**config.mk**
```make
export PLATFORM = sky130hd
export DESIGN_NAME = pkt_capture_ctrl
export DESIGN_NICKNAME = d
export VERILOG_FILES = /design/src/rtl/pkt_capture_pkg.sv /design/src/rtl/pkt_gap_timer.sv /design/src/rtl/pkt_capture_ctrl.sv
export SDC_FILE = /design/constraint.sdc
export NUM_CORES = 1
export LEC_CHECK = 0
export BUFFER_PORTS_ARGS = -buffer_cell sky130_fd_sc_hd__buf_2
export CAP_MARGIN = 20
export CORE_MARGIN = 4
export CORE_UTILIZATION = 50
export DETAILED_ROUTE_END_ITERATION = 10
export MAX_ROUTING_LAYER = met4
export PLACE_DENSITY = 0.72
export SETUP_SLACK_MARGIN = 0.1
export SKIP_CTS_REPAIR_TIMING = 1
export SYNTH_ARGS = -nofsm -noshare
export SYNTH_HDL_FRONTEND = slang
export SYNTH_SLANG_ARGS = --single-unit
```
**constraint.sdc**
```tcl
create_clock -name pktctrl_clk -period 3.7 [get_ports pktctrl_clk]
set_input_delay 1.11 -clock pktctrl_clk [delete_from_list [all_inputs] [get_ports pktctrl_clk]]
set_output_delay 1.11 -clock pktctrl_clk [all_outputs]
set_load 0.005 [all_outputs]
```
**src/rtl/pkt_capture_pkg.sv**
```systemverilog
// Shared definitions for the packet capture/playback sequencer: state encoding
// and the packet-length code decoder.
package pkt_capture_pkg;

  typedef enum logic [2:0] {
    ST_IDLE     = 3'd0,
    ST_CAPTURE  = 3'd1,
    ST_PKT_SEND = 3'd2,
    ST_PKT_IDLE = 3'd3,
    ST_DONE     = 3'd4
  } ctrl_state_t;

  localparam int PKT_LEN_BASE = 256;
  // Wide enough for the largest packet (256 << 3 = 2048 words).
  localparam int PLEN_W = 12;

  function automatic logic [PLEN_W-1:0] len_words(input logic [1:0] code);
    return PLEN_W'(PKT_LEN_BASE) << code;
  endfunction

endpackage

```
**src/rtl/pkt_gap_timer.sv**
```systemverilog
// Loadable 16-bit down-counter timing the idle gap between packets; expire
// pulses during the last gap cycle so the FSM resumes sending on the next one.
module pkt_gap_timer (
  input  logic        clk,
  input  logic        rst,
  input  logic        load,
  input  logic [15:0] load_val,
  input  logic        en,
  output logic        expire
);

  logic [15:0] cnt;

  always_ff @(posedge clk) begin
    if (rst) begin
      cnt <= '0;
    end else if (load) begin
      cnt <= load_val;
    end else if (en && (cnt != 16'd0)) begin
      cnt <= cnt - 16'd1;
    end
  end

  assign expire = en && (cnt == 16'd1);

endmodule

```
**src/rtl/pkt_capture_ctrl.sv**
```systemverilog
// Capture/playback sequencer: fills the capture memory with ADC samples, then
// replays it as fixed-length packets separated by idle gaps.
// Optional ramp self-test pattern: define PKT_CAPTURE_CTRL_SELF_TEST_EN.
module pkt_capture_ctrl
  import pkt_capture_pkg::*;
#(
  parameter int ADDR_W    = 15,
  parameter int CAP_DEPTH = 8192,
  parameter int DATA_W    = 9
) (
  input  logic              pktctrl_clk,
  input  logic              pktctrl_rst,
  input  logic              rf_capture_mode_sync,
  input  logic              rf_capture_start_sync,
  input  logic              rf_capture_again_sync,
  input  logic              rf_self_test_mode_sync,
  input  logic [1:0]        rf_pkt_data_length_sync,
  input  logic [15:0]       rf_pkt_idle_length_sync,
  input  logic              adc_valid,
  input  logic [DATA_W-1:0] adc_data,
  output logic              mem_wr_en,
  output logic [ADDR_W-1:0] mem_wr_addr,
  output logic [DATA_W-1:0] mem_wr_data,
  output logic              mem_rd_en,
  output logic [ADDR_W-1:0] mem_rd_addr,
  input  logic              pkt_ready,
  output logic              pkt_valid,
  output logic              pkt_sop,
  output logic              pkt_eop,
  output logic              capture_busy,
  output logic              capture_done,
  output logic [2:0]        ctrl_state
);

  // One extra bit so the CAP_DEPTH == 2^ADDR_W terminal count is representable.
  localparam int CW = ADDR_W + 1;
  localparam logic [CW-1:0] LAST_WR = CW'(CAP_DEPTH - 1);
  localparam logic [CW-1:0] CAP_END = CW'(CAP_DEPTH);
  localparam logic [CW-1:0] A_ONE   = CW'(1);

  ctrl_state_t       state, state_n;
  logic [CW-1:0]     wr_addr, wr_addr_n, rd_addr, rd_addr_n;
  logic [PLEN_W-1:0] word_cnt, word_cnt_n, plen;
  logic [15:0]       idle;
  logic              start_d, again_d, start_rise, again_rise, abort;
  logic              latch, tmr_load, tmr_en, tmr_expire, eop_word;
  logic              cap_wr_en, wr_en, rd_en;
  logic [DATA_W-1:0] cap_wr_data, wr_data;
  logic              valid_q, sop_q, eop_q;

  assign start_rise = rf_capture_start_sync & ~start_d;
  assign again_rise = rf_capture_again_sync & ~again_d;
  assign abort      = (state != ST_IDLE) && !rf_capture_start_sync;
  assign eop_word   = (word_cnt == plen - PLEN_W'(1));
  assign tmr_en     = (state == ST_PKT_IDLE);

`ifdef PKT_CAPTURE_CTRL_SELF_TEST_EN
  assign cap_wr_en   = adc_valid | rf_self_test_mode_sync;
  assign cap_wr_data = rf_self_test_mode_sync ? wr_addr[DATA_W-1:0] : adc_data;
`else
  logic unused_self_test;
  assign unused_self_test = rf_self_test_mode_sync;
  assign cap_wr_en   = adc_valid;
  assign cap_wr_data = adc_data;
`endif

  pkt_gap_timer u_gap_timer (
    .clk      (pktctrl_clk),
    .rst      (pktctrl_rst),
    .load     (tmr_load),
    .load_val (idle),
    .en       (tmr_en),
    .expire   (tmr_expire)
  );

  always_comb begin
    state_n    = state;
    wr_addr_n  = wr_addr;
    rd_addr_n  = rd_addr;
    word_cnt_n = word_cnt;
    latch      = 1'b0;
    tmr_load   = 1'b0;
    wr_en      = 1'b0;
    wr_data    = '0;
    rd_en      = 1'b0;
    case (state)
      ST_IDLE: begin
        if (start_rise) begin
          state_n   = ST_CAPTURE;
          wr_addr_n = '0;
          latch     = 1'b1;
        end
      end
      ST_CAPTURE: begin
        wr_en   = cap_wr_en;
        wr_data = cap_wr_data;
        if (wr_en) begin
          wr_addr_n = wr_addr + A_ONE;
          if (wr_addr == LAST_WR) begin
            state_n    = ST_PKT_SEND;
            rd_addr_n  = '0;
            word_cnt_n = '0;
          end
        end
      end
      ST_PKT_SEND: begin
        rd_en = pkt_ready;
        if (rd_en) begin
          rd_addr_n  = rd_addr + A_ONE;
          word_cnt_n = word_cnt + PLEN_W'(1);
          if (eop_word) begin
            word_cnt_n = '0;
            if (rd_addr + A_ONE == CAP_END) begin
              state_n = ST_DONE;
            end else if (idle != 16'd0) begin
              state_n  = ST_PKT_IDLE;
              tmr_load = 1'b1;
            end
          end
        end
      end
      ST_PKT_IDLE: begin
        if (tmr_expire) state_n = ST_PKT_SEND;
      end
      ST_DONE: begin
        // Replay takes precedence over continuous recapture.
        if (again_rise) begin
          state_n    = ST_PKT_SEND;
          rd_addr_n  = '0;
          word_cnt_n = '0;
          latch      = 1'b1;
        end else if (rf_capture_mode_sync) begin
          state_n   = ST_CAPTURE;
          wr_addr_n = '0;
          latch     = 1'b1;
        end
      end
      default: state_n = ST_IDLE;
    endcase
    if (abort) begin
      state_n    = ST_IDLE;
      wr_en      = 1'b0;
      rd_en      = 1'b0;
      tmr_load   = 1'b0;
      latch      = 1'b0;
      wr_addr_n  = wr_addr;
      rd_addr_n  = rd_addr;
      word_cnt_n = word_cnt;
    end
  end

  always_ff @(posedge pktctrl_clk) begin
    if (pktctrl_rst) begin
      state    <= ST_IDLE;
      wr_addr  <= '0;
      rd_addr  <= '0;
      word_cnt <= '0;
      plen     <= '0;
      idle     <= '0;
      start_d  <= 1'b0;
      again_d  <= 1'b0;
      valid_q  <= 1'b0;
      sop_q    <= 1'b0;
      eop_q    <= 1'b0;
    end else begin
      state    <= state_n;
      wr_addr  <= wr_addr_n;
      rd_addr  <= rd_addr_n;
      word_cnt <= word_cnt_n;
      start_d  <= rf_capture_start_sync;
      again_d  <= rf_capture_again_sync;
      if (latch) begin
        plen <= len_words(rf_pkt_data_length_sync);
        idle <= rf_pkt_idle_length_sync;
      end
      // Tags ride alongside the 1-cycle memory read latency.
      valid_q <= rd_en;
      sop_q   <= rd_en && (word_cnt == '0);
      eop_q   <= rd_en && eop_word;
    end
  end

  assign mem_wr_en    = wr_en;
  assign mem_wr_addr  = wr_addr[ADDR_W-1:0];
  assign mem_wr_data  = wr_data;
  assign mem_rd_en    = rd_en;
  assign mem_rd_addr  = rd_addr[ADDR_W-1:0];
  assign pkt_valid    = valid_q;
  assign pkt_sop      = sop_q;
  assign pkt_eop      = eop_q;
  assign capture_busy = (state != ST_IDLE) && (state != ST_DONE);
  assign capture_done = (state == ST_DONE);
  assign ctrl_state   = state;

endmodule

```
After elaboration in Yosys (flattened, before gate mapping):

Index checks and enable logic that the tools add are counted.

* add/sub/neg operators: 5
* equal/unequal tests: 20
* shifts and indexed selects: 1
* muxes and demuxes: 45
* bitwise gates (word level): 5
* reduce and logical (&&, ||, !) cells: 19

Operator list (number)
* 2-to-1 mux 16 bit: 10
* one-hot mux 16 bit (3 select lines): 2
* 2-to-1 mux 12 bit: 5
* one-hot mux 12 bit (3 select lines): 1
* adder 16 x 1 -> 16 bit (second input constant): 2
* nonzero test 16 bit: 2
* 2-to-1 mux 3 bit: 10
* equality test 16 x 1 -> 1 bit (second input constant): 1
* equality test 16 x 13 -> 1 bit (second input constant): 1
* equality test 16 x 14 -> 1 bit (second input constant): 1
* != test 2 bit (second input constant): 8
* subtractor 16 x 1 -> 16 bit (second input constant): 1
* one-hot mux 3 bit (5 select lines): 1
* 2-to-1 mux 1 bit: 14
* adder 12 x 1 -> 12 bit (second input constant): 1
* equality test 12 bit: 1
* zero test 12 bit: 1
* AND reduction 6 bit: 2
* left shift 9 x 2 -> 12 bit (first input constant): 1
* subtractor 12 x 1 -> 12 bit (second input constant): 1
* 2-to-1 mux 9 bit: 1
* nonzero test 3 bit: 3
* AND reduction 8 bit: 1
* equality test 3 x 2 -> 1 bit (second input constant): 2
* other kinds (13): 22

* register bits: 96
* input bits: 35
* output and inout port bits: 49
* logic and storage cells: 107

Logic depth before layout (Yosys ltp):

Gate-level depths: netlist of run 1.

* word-level depth: 8
* depth in mapped cells: 10
* depth with buffers taken out: 9

Modules after synthesis:

A second synthesis of run 1 with hierarchy kept.

* cell total of the unflattened synthesis: 601
* area, all modules: 4942.2 sq um

By module, submodules not included
* pkt_capture_ctrl: times used 1, cells each 475, area each 3885.0 sq um, sequential area each 1441.4 sq um
* pkt_gap_timer: times used 1, cells each 126, area each 1057.3 sq um, sequential area each 320.3 sq um

Worst setup path before layout of run 1:

No wires, ideal clock.

* kind: input port to flip-flop
* start: input rf_capture_again_sync
* end: register wr_addr[14]
* library setup time: 71 ps
* arrival: 2701 ps
* required time: 3629 ps
* setup slack: 928 ps
* cell stages on the path: 6
* buffers on the path: 0
* cells stage by stage: nor2b_1 -> o211a_1 -> nor3_1 -> nand3_1 -> or3_1 -> a21oi_1

* cells in the longest elaborated chain, start to end: 3

Ends and longest elaborated chain
* from (decl): RTL line pkt_capture_ctrl.sv:15 `input logic rf_capture_again_sync,`
* AND 1 bit: RTL line pkt_capture_ctrl.sv:52 `assign again_rise = rf_capture_again_sync & ~again_d;`
* != test 2 bit (no source line)
* AND reduction 6 bit (no source line)
* to (signal assigned): RTL line pkt_capture_ctrl.sv:167 `wr_addr <= wr_addr_n;`
* to (decl): RTL line pkt_capture_ctrl.sv:42 `logic [CW-1:0] wr_addr, wr_addr_n, rd_addr, rd_addr_n;`

Every way passes these cells.
A chain may end at the register's enable or synchronous reset.

Worst setup path in the final report of run 1:

* start: register word_cnt[0]
* end: register u_gap_timer.cnt[2]

* cells in the longest elaborated chain, start to end: 6

Ends and longest elaborated chain
* from (decl): RTL line pkt_capture_ctrl.sv:43 `logic [PLEN_W-1:0] word_cnt, word_cnt_n, plen;`
* from (signal assigned): RTL line pkt_capture_ctrl.sv:169 `word_cnt <= word_cnt_n;`
* equality test 12 bit (*): RTL line pkt_capture_ctrl.sv:54 `assign eop_word = (word_cnt == plen - PLEN_W'(1));`
* 2-to-1 mux 1 bit (*): RTL line pkt_capture_ctrl.sv:111 `if (eop_word) begin`
* 2-to-1 mux 1 bit (*): RTL line pkt_capture_ctrl.sv:108 `if (rd_en) begin`
* 2-to-1 mux 1 bit (*): RTL line pkt_capture_ctrl.sv:86 `case (state)`
* 2-to-1 mux 1 bit (*): RTL line pkt_capture_ctrl.sv:140 `if (abort) begin`
* 2-to-1 mux 16 bit / nonzero test 2 bit (equally long branches)
* to (signal assigned): RTL line pkt_gap_timer.sv:18 `cnt <= load_val;`
* to (signal assigned): RTL line pkt_gap_timer.sv:20 `cnt <= cnt - 16'd1;`
* to (decl): RTL line pkt_gap_timer.sv:12 `logic [15:0] cnt;`

Every way passes the cells marked *; elsewhere a longest branch is shown, timed or not.

==> flow_summary.html, run 1 <==
<table>
<tr><th>Metric</th><th>Value</th></tr>
<tr><th colspan="2">Logic synthesis</th></tr>
<tr><td>Share of the synthesized area in the top cell type</td><td>a little over a third</td></tr>
<tr><td>Netlist area before placement</td><td>4820 um2</td></tr>
<tr><td>EDFF count, synth</td><td>0</td></tr>
<tr><td>Leading cell types by total area after synthesis</td><td>sky130_fd_sc_hd__dfxtp_1, sky130_fd_sc_hd__nor2_1, sky130_fd_sc_hd__mux2i_1, sky130_fd_sc_hd__xnor2_1, sky130_fd_sc_hd__buf_4</td></tr>
<tr><td>Post-Syn Instances</td><td>585</td></tr>
<tr><td>Sequential element share of the synthesized area</td><td>a little over a third</td></tr>
<tr><td>Yosys warning count</td><td>0</td></tr>
<tr><td>Post-synthesis net count</td><td>627</td></tr>
<tr><td>Distinct cell type count of the synthesized netlist</td><td>between 50 and 60</td></tr>
<tr><td>Mean post-synth cell area</td><td>between 8 and 9 um2</td></tr>
<tr><td>Async S/R FF share, synth</td><td>0%</td></tr>
<tr><td>Number of storage elements in the synthesis netlist</td><td>88</td></tr>
<tr><td>Cell taking the most area after synthesis</td><td>sky130_fd_sc_hd__dfxtp_1</td></tr>
<tr><td>Most used flip-flop cell after synthesis</td><td>sky130_fd_sc_hd__dfxtp_1</td></tr>
<tr><th colspan="2">Routing</th></tr>
<tr><td>Wire length per cell</td><td>roughly 14 um</td></tr>
<tr><td>Drt drc</td><td>0</td></tr>
<tr><td>Total number of vias</td><td>between 4000 and 5000</td></tr>
<tr><td>Detailed-route wire length</td><td>~11000 um</td></tr>
<tr><td>Post-detailed-route via-to-cell ratio</td><td>~5.6</td></tr>
<tr><td>Count of nets left with antenna violations after detail routing</td><td>0</td></tr>
<tr><td>DRC violation total after the first TritonRoute iteration</td><td>between 200 and 300</td></tr>
<tr><td>First-pass detailed-route iteration total</td><td>4</td></tr>
<tr><th colspan="2">Final layout</th></tr>
<tr><td>Synth-to-layout area growth</td><td>10.6%</td></tr>
<tr><td>Finished Cell Area</td><td>~5300 um2</td></tr>
<tr><td>Final Net Count</td><td>675</td></tr>
<tr><td>ANT cells</td><td>0</td></tr>
<tr><td>Highest-count cells in the layout ignoring fill and taps</td><td>sky130_fd_sc_hd__dfxtp_1, sky130_fd_sc_hd__nor2_1, sky130_fd_sc_hd__buf_2</td></tr>
<tr><td>Share of final-layout standard cells stronger than drive strength 1</td><td>between 10% and 20%</td></tr>
<tr><td>Most common cell after layout, fill and taps aside</td><td>sky130_fd_sc_hd__dfxtp_1</td></tr>
<tr><th colspan="2">Global route</th></tr>
<tr><td>Vias in the first global route</td><td>just over 4000</td></tr>
<tr><td>Combined global-route utilization of all metal layers</td><td>roughly a fifth</td></tr>
<tr><td>Number of antenna violations at the first check in global routing</td><td>0</td></tr>
<tr><td>Pin count of the biggest net entering global routing</td><td>42</td></tr>
<tr><td>Global-route wire length before repair</td><td>between 15000 and 20000 um</td></tr>
<tr><td>Met3 capacity usage during global routing</td><td>3.95%</td></tr>
<tr><td>Met1 Resource Use GR</td><td>25.3%</td></tr>
<tr><td>Layer with the highest usage</td><td>met2</td></tr>
<tr><td>Final global-route overflow total</td><td>0</td></tr>
<tr><td>Met2 track utilization from global routing</td><td>between 30 and 40%</td></tr>
<tr><th colspan="2">Clocking</th></tr>
<tr><td>Buffer depth of the longest clock path</td><td>2</td></tr>
<tr><td>Clock slew at the register clock pins of the worst setup and hold paths</td><td>0.09 ns</td></tr>
<tr><td>Clock tree from TritonCTS</td><td>yes</td></tr>
<tr><td>Worst-Skew Late Latency</td><td>about 0.36 ns</td></tr>
<tr><td>H-tree lvl count</td><td>3</td></tr>
<tr><td>CTS buffer count</td><td>9</td></tr>
<tr><td>Clock root buffer master</td><td>sky130_fd_sc_hd__clkbuf_8</td></tr>
<tr><td>Total clock sinks</td><td>88</td></tr>
<tr><th colspan="2">Timing</th></tr>
<tr><td>RSZ-0062 raised after global routing</td><td>no</td></tr>
<tr><td>Min setup slack post-route</td><td>0.482 ns</td></tr>
<tr><td>Max-slew violations</td><td>0</td></tr>
<tr><td>Minimum clock period</td><td>3.22 ns</td></tr>
<tr><td>F_max</td><td>between 300 and 400 MHz</td></tr>
<tr><td>Final setup skew</td><td>about 0.015 ns</td></tr>
<tr><td>Total of endpoints with negative setup slack in the final report</td><td>0</td></tr>
<tr><td>Transition time at the pin with the least slew margin</td><td>between 0.8 and 0.9 ns</td></tr>
<tr><td>Final period utilization</td><td>~87%</td></tr>
<tr><td>Slew headroom</td><td>a little over two fifths</td></tr>
<tr><td>Final count of hold timing violations</td><td>0</td></tr>
<tr><td>TNS Setup</td><td>0 ns</td></tr>
<tr><th colspan="2">Power and ir drop</th></tr>
<tr><td>Power density over cell area</td><td>435 nW/um2</td></tr>
<tr><td>Standby leakage power</td><td>approximately 0.0021 uW</td></tr>
<tr><td>Worst vdd ir</td><td>0.000274 V</td></tr>
<tr><th colspan="2">Die</th></tr>
<tr><td>Count of pins on the block boundary</td><td>84</td></tr>
<tr><td>Overall die width</td><td>106 um</td></tr>
<tr><td>Area enclosed by the die boundary</td><td>approximately 11000 um2</td></tr>
<tr><td>Effective utilization at floorplan</td><td>~52%</td></tr>
<tr><td>Standard-cell row count</td><td>35</td></tr>
<tr><td>Die height</td><td>about 110 um</td></tr>
<tr><td>Floorplan core area</td><td>9330 um2</td></tr>
<tr><th colspan="2">Placement</th></tr>
<tr><td>Estimated wirelength of the detail-placed design</td><td>slightly below 8000 um</td></tr>
<tr><td>Total cell area at the placement stage</td><td>about 5100 um2</td></tr>
<tr><td>Final RePlAce weighted congestion</td><td>approximately 0.85</td></tr>
<tr><td>PortBufs</td><td>82</td></tr>
<tr><td>Placement-stage worst setup slack</td><td>0.493 ns</td></tr>
<tr><th colspan="2">Hold path</th></tr>
<tr><td>Type of the most critical hold path</td><td>flop to flop</td></tr>
<tr><th colspan="2">Critical path</th></tr>
<tr><td>Highest fanout seen on the critical path</td><td>19</td></tr>
<tr><td>Worst path arrival time</td><td>approximately 3.5 ns</td></tr>
<tr><td>Kind of critical path</td><td>flop to flop</td></tr>
<tr><td>Data required, critical path</td><td>3.95 ns</td></tr>
<tr><td>Startpoint Class</td><td>flop</td></tr>
<tr><td>Setup crit end kind</td><td>flop</td></tr>
<tr><th colspan="2">Job</th></tr>
<tr><td>MaxCap Viol Count</td><td>0</td></tr>
<tr><th colspan="2">Run status</th></tr>
<tr><td>Run status</td><td>completed</td></tr>
</table>
-- power breakdown --
group	total, uW	internal (uW)	switching [uW]
combinational	557	236	321
sequential	1070	1000	71.7
clock	688	319	368
-- worst paths after layout --
kind | startpoint | to | slack (ns) | cells past startpoint
max | word_cnt[0]$_SDFFE_PP0P_ | u_gap_timer.cnt[2]$_SDFFE_PP0P_ | 0.48 | 8
min | idle[3]$_SDFFE_PP0P_ | u_gap_timer.cnt[3]$_SDFFE_PP0P_ | 0.50 | 2
max reg2reg | word_cnt[0]$_SDFFE_PP0P_ | u_gap_timer.cnt[2]$_SDFFE_PP0P_ | 0.48 | 8
min reg2reg | idle[3]$_SDFFE_PP0P_ | u_gap_timer.cnt[3]$_SDFFE_PP0P_ | 0.50 | 2
-- critical path: stages, from the launching register on --
cell	delay [ns]
sky130_fd_sc_hd__dfxtp_1	0.42
sky130_fd_sc_hd__ha_1	0.24
sky130_fd_sc_hd__nand4_2	0.16
sky130_fd_sc_hd__or4_1	0.60
sky130_fd_sc_hd__a211o_1	0.28
sky130_fd_sc_hd__or4b_4	0.52
sky130_fd_sc_hd__a31oi_4	0.55
sky130_fd_sc_hd__mux2i_1	0.28
sky130_fd_sc_hd__nor2_1	0.05
-- synthesized netlist by cell type, drive strengths merged (17+ instances only) --
master,n
xnor2,30
a21oi,29
xor2,17
dfxtp,88
nor2,85
buf,33
inv,18
mux2i,28
nor3,23
nor4,17
clkbuf,19
nand2,34
nand3,26
-- sequential cells by signal, summed over array words and instances (netlist names) --
signal           cells
idle                16
rd_addr             16
u_gap_timer.cnt     16
wr_addr             16
word_cnt            12
plen                 4
ctrl_state           3
again_d              1
pkt_eop              1
pkt_sop              1
pkt_valid            1
start_d              1
-- through the flow --
stage               hold WS [ns]  instances  power (uW)  util, %
finish                     0.500        767        2320     57.1
global route               0.519        767        2460     57.1
CTS                        0.494        767        2340     57.1
detailed placement         0.480        751        1650     55.0
global placement           0.470        751        1640     55.0
floorplan                  0.444        585        1470        -
-- area by class of cell --
class	instances	area, um2
inverters	18	67.6
well taps	129	161
flip-flops and latches	88	1760
repair buffers	90	470
clock inverters	7	77.6
multi-input cells	426	2670
clock buffers	9	124
fillers	852	4000
-- routing by layer --
layer  wire length [um]  part of all wire (%)  vias up
li1                   -                     -     2136
met1               5090                    47     1995
met2               4960                    46      113
met3                596                   5.5       17
met4                212                   2.0        0
met5                  0                     0        -
-- cells by family (layout without fill, tap and decap cells) --
family / Yosys count / after routing / synth area share, %
DFF: 88 / 88 / 36.6
muxes: 28 / 28 / 5.82
adders and majority gates: 7 / 7 / 1.82
xor gates and xnor gates: 47 / 47 / 8.55
buffers and inverters: 71 / 124 / 8.31
and+or+nand+nor: 269 / 269 / 28.7
AOI/OAI and AO/OA: 75 / 75 / 10.3
(Power assumes the default switching activity.)
==> inputs of run 2 (changes only) <==
--- a/config.mk
+++ b/config.mk
@@ -7,6 +7,7 @@
 export LEC_CHECK = 0
 export BUFFER_PORTS_ARGS = -buffer_cell sky130_fd_sc_hd__buf_2
 export CAP_MARGIN = 20
+export CORE_ASPECT_RATIO = 1.1
 export CORE_MARGIN = 4
 export CORE_UTILIZATION = 50
 export DETAILED_ROUTE_END_ITERATION = 10
@@ -17,3 +18,4 @@
 export SYNTH_ARGS = -nofsm -noshare
 export SYNTH_HDL_FRONTEND = slang
 export SYNTH_SLANG_ARGS = --single-unit
+export TNS_END_PERCENT = 1
==> run 2 against run 1 <==
Design area down 0.56%. Combinational power is 0.9% lower. Power down 1.6%. Critical path type is now flop to primary output. Largest power group unchanged. First-iteration DRC count shrank 47%. Register-to-register slack better by 0.04 ns. Via count down 0.73%. Global-route usage is 0.64 points lower. Cell count fell by 1.7%. Sequential power hardly changed. Clock power decreased by 4.8%.
==> flow_summary.html, run 2 (synthesis gave the netlist of run 1 again) <==
<table>
<tr><th>Metric</th><th>Value</th></tr>
<tr><th colspan="2">Routing</th></tr>
<tr><td>Total number of vias</td><td>approximately 4200</td></tr>
<tr><td>First-pass detailed-route iteration total</td><td>4</td></tr>
<tr><td>Count of nets left with antenna violations after detail routing</td><td>0</td></tr>
<tr><td>Post-detailed-route via-to-cell ratio</td><td>roughly 5.6</td></tr>
<tr><td>DRC violation total after the first TritonRoute iteration</td><td>135</td></tr>
<tr><td>Detailed-route wire length</td><td>10600 um</td></tr>
<tr><td>Drt drc</td><td>0</td></tr>
<tr><td>Wire length per cell</td><td>between 10 and 15 um</td></tr>
<tr><th colspan="2">Critical path</th></tr>
<tr><td>Highest fanout seen on the critical path</td><td>14</td></tr>
<tr><td>Kind of critical path</td><td>flop to primary output</td></tr>
<tr><td>Setup crit end kind</td><td>primary output</td></tr>
<tr><td>Worst path arrival time</td><td>between 2 and 2.5 ns</td></tr>
<tr><td>Setup slack of the worst register-to-register path</td><td>between 0.5 and 0.6 ns</td></tr>
<tr><td>Critical Path Source</td><td>ctrl_state[1]$_SDFFE_PP0P_</td></tr>
<tr><td>Worst flop-to-flop path startpoint</td><td>word_cnt[0]$_SDFFE_PP0P_</td></tr>
<tr><td>Number of cells on the worst reg-to-reg path</td><td>8</td></tr>
<tr><td>Startpoint Class</td><td>flop</td></tr>
<tr><td>Max stage delay on crit path</td><td>0.59 ns</td></tr>
<tr><td>Crit path capture</td><td>mem_rd_en</td></tr>
<tr><td>Cell breakdown of the critical path</td><td>nor3b_1, nand2_1, nor2_1, buf_2</td></tr>
<tr><td>Critical-path top delay cell</td><td>sky130_fd_sc_hd__dfxtp_1</td></tr>
<tr><td>Endpoint of the worst-slack reg-to-reg timing path</td><td>u_gap_timer.cnt[5]$_SDFFE_PP0P_</td></tr>
<tr><td>Data required, critical path</td><td>~2.6 ns</td></tr>
<tr><th colspan="2">Timing</th></tr>
<tr><td>Final setup skew</td><td>approximately 0.0094 ns</td></tr>
<tr><td>Final-layout worst hold slack</td><td>0.498 ns</td></tr>
<tr><td>Slew headroom</td><td>roughly 45%</td></tr>
<tr><td>Transition time at the pin with the least slew margin</td><td>roughly 0.82 ns</td></tr>
<tr><td>RSZ-0062 raised after global routing</td><td>no</td></tr>
<tr><td>Max-slew violations</td><td>0</td></tr>
<tr><td>Minimum clock period</td><td>around 3.3 ns</td></tr>
<tr><td>Final period utilization</td><td>88.7%</td></tr>
<tr><td>F_max</td><td>slightly above 300 MHz</td></tr>
<tr><td>TNS Setup</td><td>0 ns</td></tr>
<tr><td>Total of endpoints with negative setup slack in the final report</td><td>0</td></tr>
<tr><td>Final count of hold timing violations</td><td>0</td></tr>
<tr><th colspan="2">Power and ir drop</th></tr>
<tr><td>Overall power consumption</td><td>approximately 2300 uW</td></tr>
<tr><td>Worst vdd ir</td><td>~0.00024 V</td></tr>
<tr><td>Power density over cell area</td><td>~430 nW/um2</td></tr>
<tr><td>Standby leakage power</td><td>roughly 0.0021 uW</td></tr>
<tr><th colspan="2">Die</th></tr>
<tr><td>Floorplan core area</td><td>~9400 um2</td></tr>
<tr><td>Count of pins on the block boundary</td><td>84</td></tr>
<tr><td>Overall die width</td><td>between 100 and 150 um</td></tr>
<tr><td>Standard-cell row count</td><td>37</td></tr>
<tr><td>Effective utilization at floorplan</td><td>around half</td></tr>
<tr><td>Die height</td><td>roughly 110 um</td></tr>
<tr><td>Area enclosed by the die boundary</td><td>between 10000 and 15000 um2</td></tr>
<tr><th colspan="2">Global route</th></tr>
<tr><td>Vias in the first global route</td><td>between 3000 and 4000</td></tr>
<tr><td>Met3 capacity usage during global routing</td><td>~3.3%</td></tr>
<tr><td>Number of antenna violations at the first check in global routing</td><td>0</td></tr>
<tr><td>Met2 track utilization from global routing</td><td>a little under a third</td></tr>
<tr><td>Pin count of the biggest net entering global routing</td><td>40</td></tr>
<tr><td>Combined global-route utilization of all metal layers</td><td>a little under 20%</td></tr>
<tr><td>Global-route wire length before repair</td><td>~18000 um</td></tr>
<tr><td>Final global-route overflow total</td><td>0</td></tr>
<tr><td>Met1 Resource Use GR</td><td>roughly 25%</td></tr>
<tr><td>Layer with the highest usage</td><td>met2</td></tr>
<tr><th colspan="2">Final layout</th></tr>
<tr><td>Finished Cell Area</td><td>between 5000 and 6000 um2</td></tr>
<tr><td>Most common cell after layout, fill and taps aside</td><td>sky130_fd_sc_hd__dfxtp_1</td></tr>
<tr><td>Synth-to-layout area growth</td><td>10.0%</td></tr>
<tr><td>ANT cells</td><td>0</td></tr>
<tr><td>Highest-count cells in the layout ignoring fill and taps</td><td>sky130_fd_sc_hd__dfxtp_1, sky130_fd_sc_hd__nor2_1, sky130_fd_sc_hd__buf_2</td></tr>
<tr><td>Share of final-layout standard cells stronger than drive strength 1</td><td>between 10% and 20%</td></tr>
<tr><td>Non-filler cells, final</td><td>between 700 and 800</td></tr>
<tr><td>Final Net Count</td><td>675</td></tr>
<tr><th colspan="2">Placement</th></tr>
<tr><td>Final RePlAce weighted congestion</td><td>slightly below 0.9</td></tr>
<tr><td>Total cell area at the placement stage</td><td>5110 um2</td></tr>
<tr><td>Number of cells after detailed placement</td><td>739</td></tr>
<tr><td>PortBufs</td><td>between 80 and 90</td></tr>
<tr><td>Estimated wirelength of the detail-placed design</td><td>roughly 8000 um</td></tr>
<tr><th colspan="2">Clocking</th></tr>
<tr><td>CTS buffer count</td><td>9</td></tr>
<tr><td>Buffer depth of the longest clock path</td><td>2</td></tr>
<tr><td>H-tree lvl count</td><td>3</td></tr>
<tr><td>Total clock sinks</td><td>~90</td></tr>
<tr><td>Clock root buffer master</td><td>sky130_fd_sc_hd__clkbuf_8</td></tr>
<tr><td>Clock slew at the register clock pins of the worst setup and hold paths</td><td>about 0.090 ns</td></tr>
<tr><td>Clock tree from TritonCTS</td><td>yes</td></tr>
<tr><td>Worst-Skew Late Latency</td><td>approximately 0.36 ns</td></tr>
<tr><th colspan="2">Run status</th></tr>
<tr><td>Run status</td><td>completed</td></tr>
<tr><th colspan="2">Job</th></tr>
<tr><td>MaxCap Viol Count</td><td>0</td></tr>
<tr><th colspan="2">Hold path</th></tr>
<tr><td>Type of the most critical hold path</td><td>flop to flop</td></tr>
</table>
run 2: cell count changes in the layout (fill, tap and decap cells not counted), sizes merged:
cell	delta
inv	-3
clkbuf	+1
clkinvlp	+1
run 2: final cells by class:
| class | instances | area [um2] |
|---|---|---|
| fill | 887 | 4100 |
| tap | 117 | 146 |
| clock inverter | 5 | 58.8 |
| timing repair buffer | 90 | 470 |
| sequential | 88 | 1760 |
| multi-input combinational | 426 | 2670 |
| clock buffer | 10 | 128 |
| inverter | 18 | 67.6 |
run 2: per-stage QoR:
| stage | setup slack [ns] | util, % |
|---|---|---|
| after detailed placement | 0.526 | 54.4 |
| after global routing | 0.276 | 56.4 |
| after CTS | 0.452 | 56.4 |
| after floorplan | 0.928 | - |
| after global placement | 0.586 | 54.4 |
| final | 0.418 | 56.4 |
run 2: power breakdown:
part           internal, uW  total, uW  switching, uW  leakage [uW]
Combinational           237        552            315       0.00131
Sequential             1000       1070           72.2      0.000712
Clock                   309        655            346     0.0000883
Total                  1550       2280            734       0.00212
run 2: worst min path at each step:
stage / cells after the start / start / slack (ns) / endpoint
floorplan: 2 / idle[3]$_SDFFE_PP0P_ / 0.44 / u_gap_timer.cnt[3]$_SDFFE_PP0P_
global placement: 2 / wr_addr[15]$_SDFFE_PP0P_ / 0.47 / wr_addr[15]$_SDFFE_PP0P_
detailed placement: 2 / plen[9]$_SDFFE_PP0P_ / 0.48 / plen[9]$_SDFFE_PP0P_
CTS: 2 / plen[9]$_SDFFE_PP0P_ / 0.49 / plen[9]$_SDFFE_PP0P_
global route: 2 / plen[9]$_SDFFE_PP0P_ / 0.53 / plen[9]$_SDFFE_PP0P_
finish: 2 / plen[9]$_SDFFE_PP0P_ / 0.50 / plen[9]$_SDFFE_PP0P_
run 2: critical path: cells and delay by family, from the launching register on:
kind / cells / cell delay [ns]
simple gates: 3 / 1.07
flops: 1 / 0.59
buf+inv: 1 / 0.16
run 2: per-layer routing:
layer	share of wire (%)	routed length (um)	up-vias
met1	46	4870	1981
met5	0	0	-
met4	1.0	106	0
met3	5.7	606	9
met2	48	5060	112
li1	-	-	2128
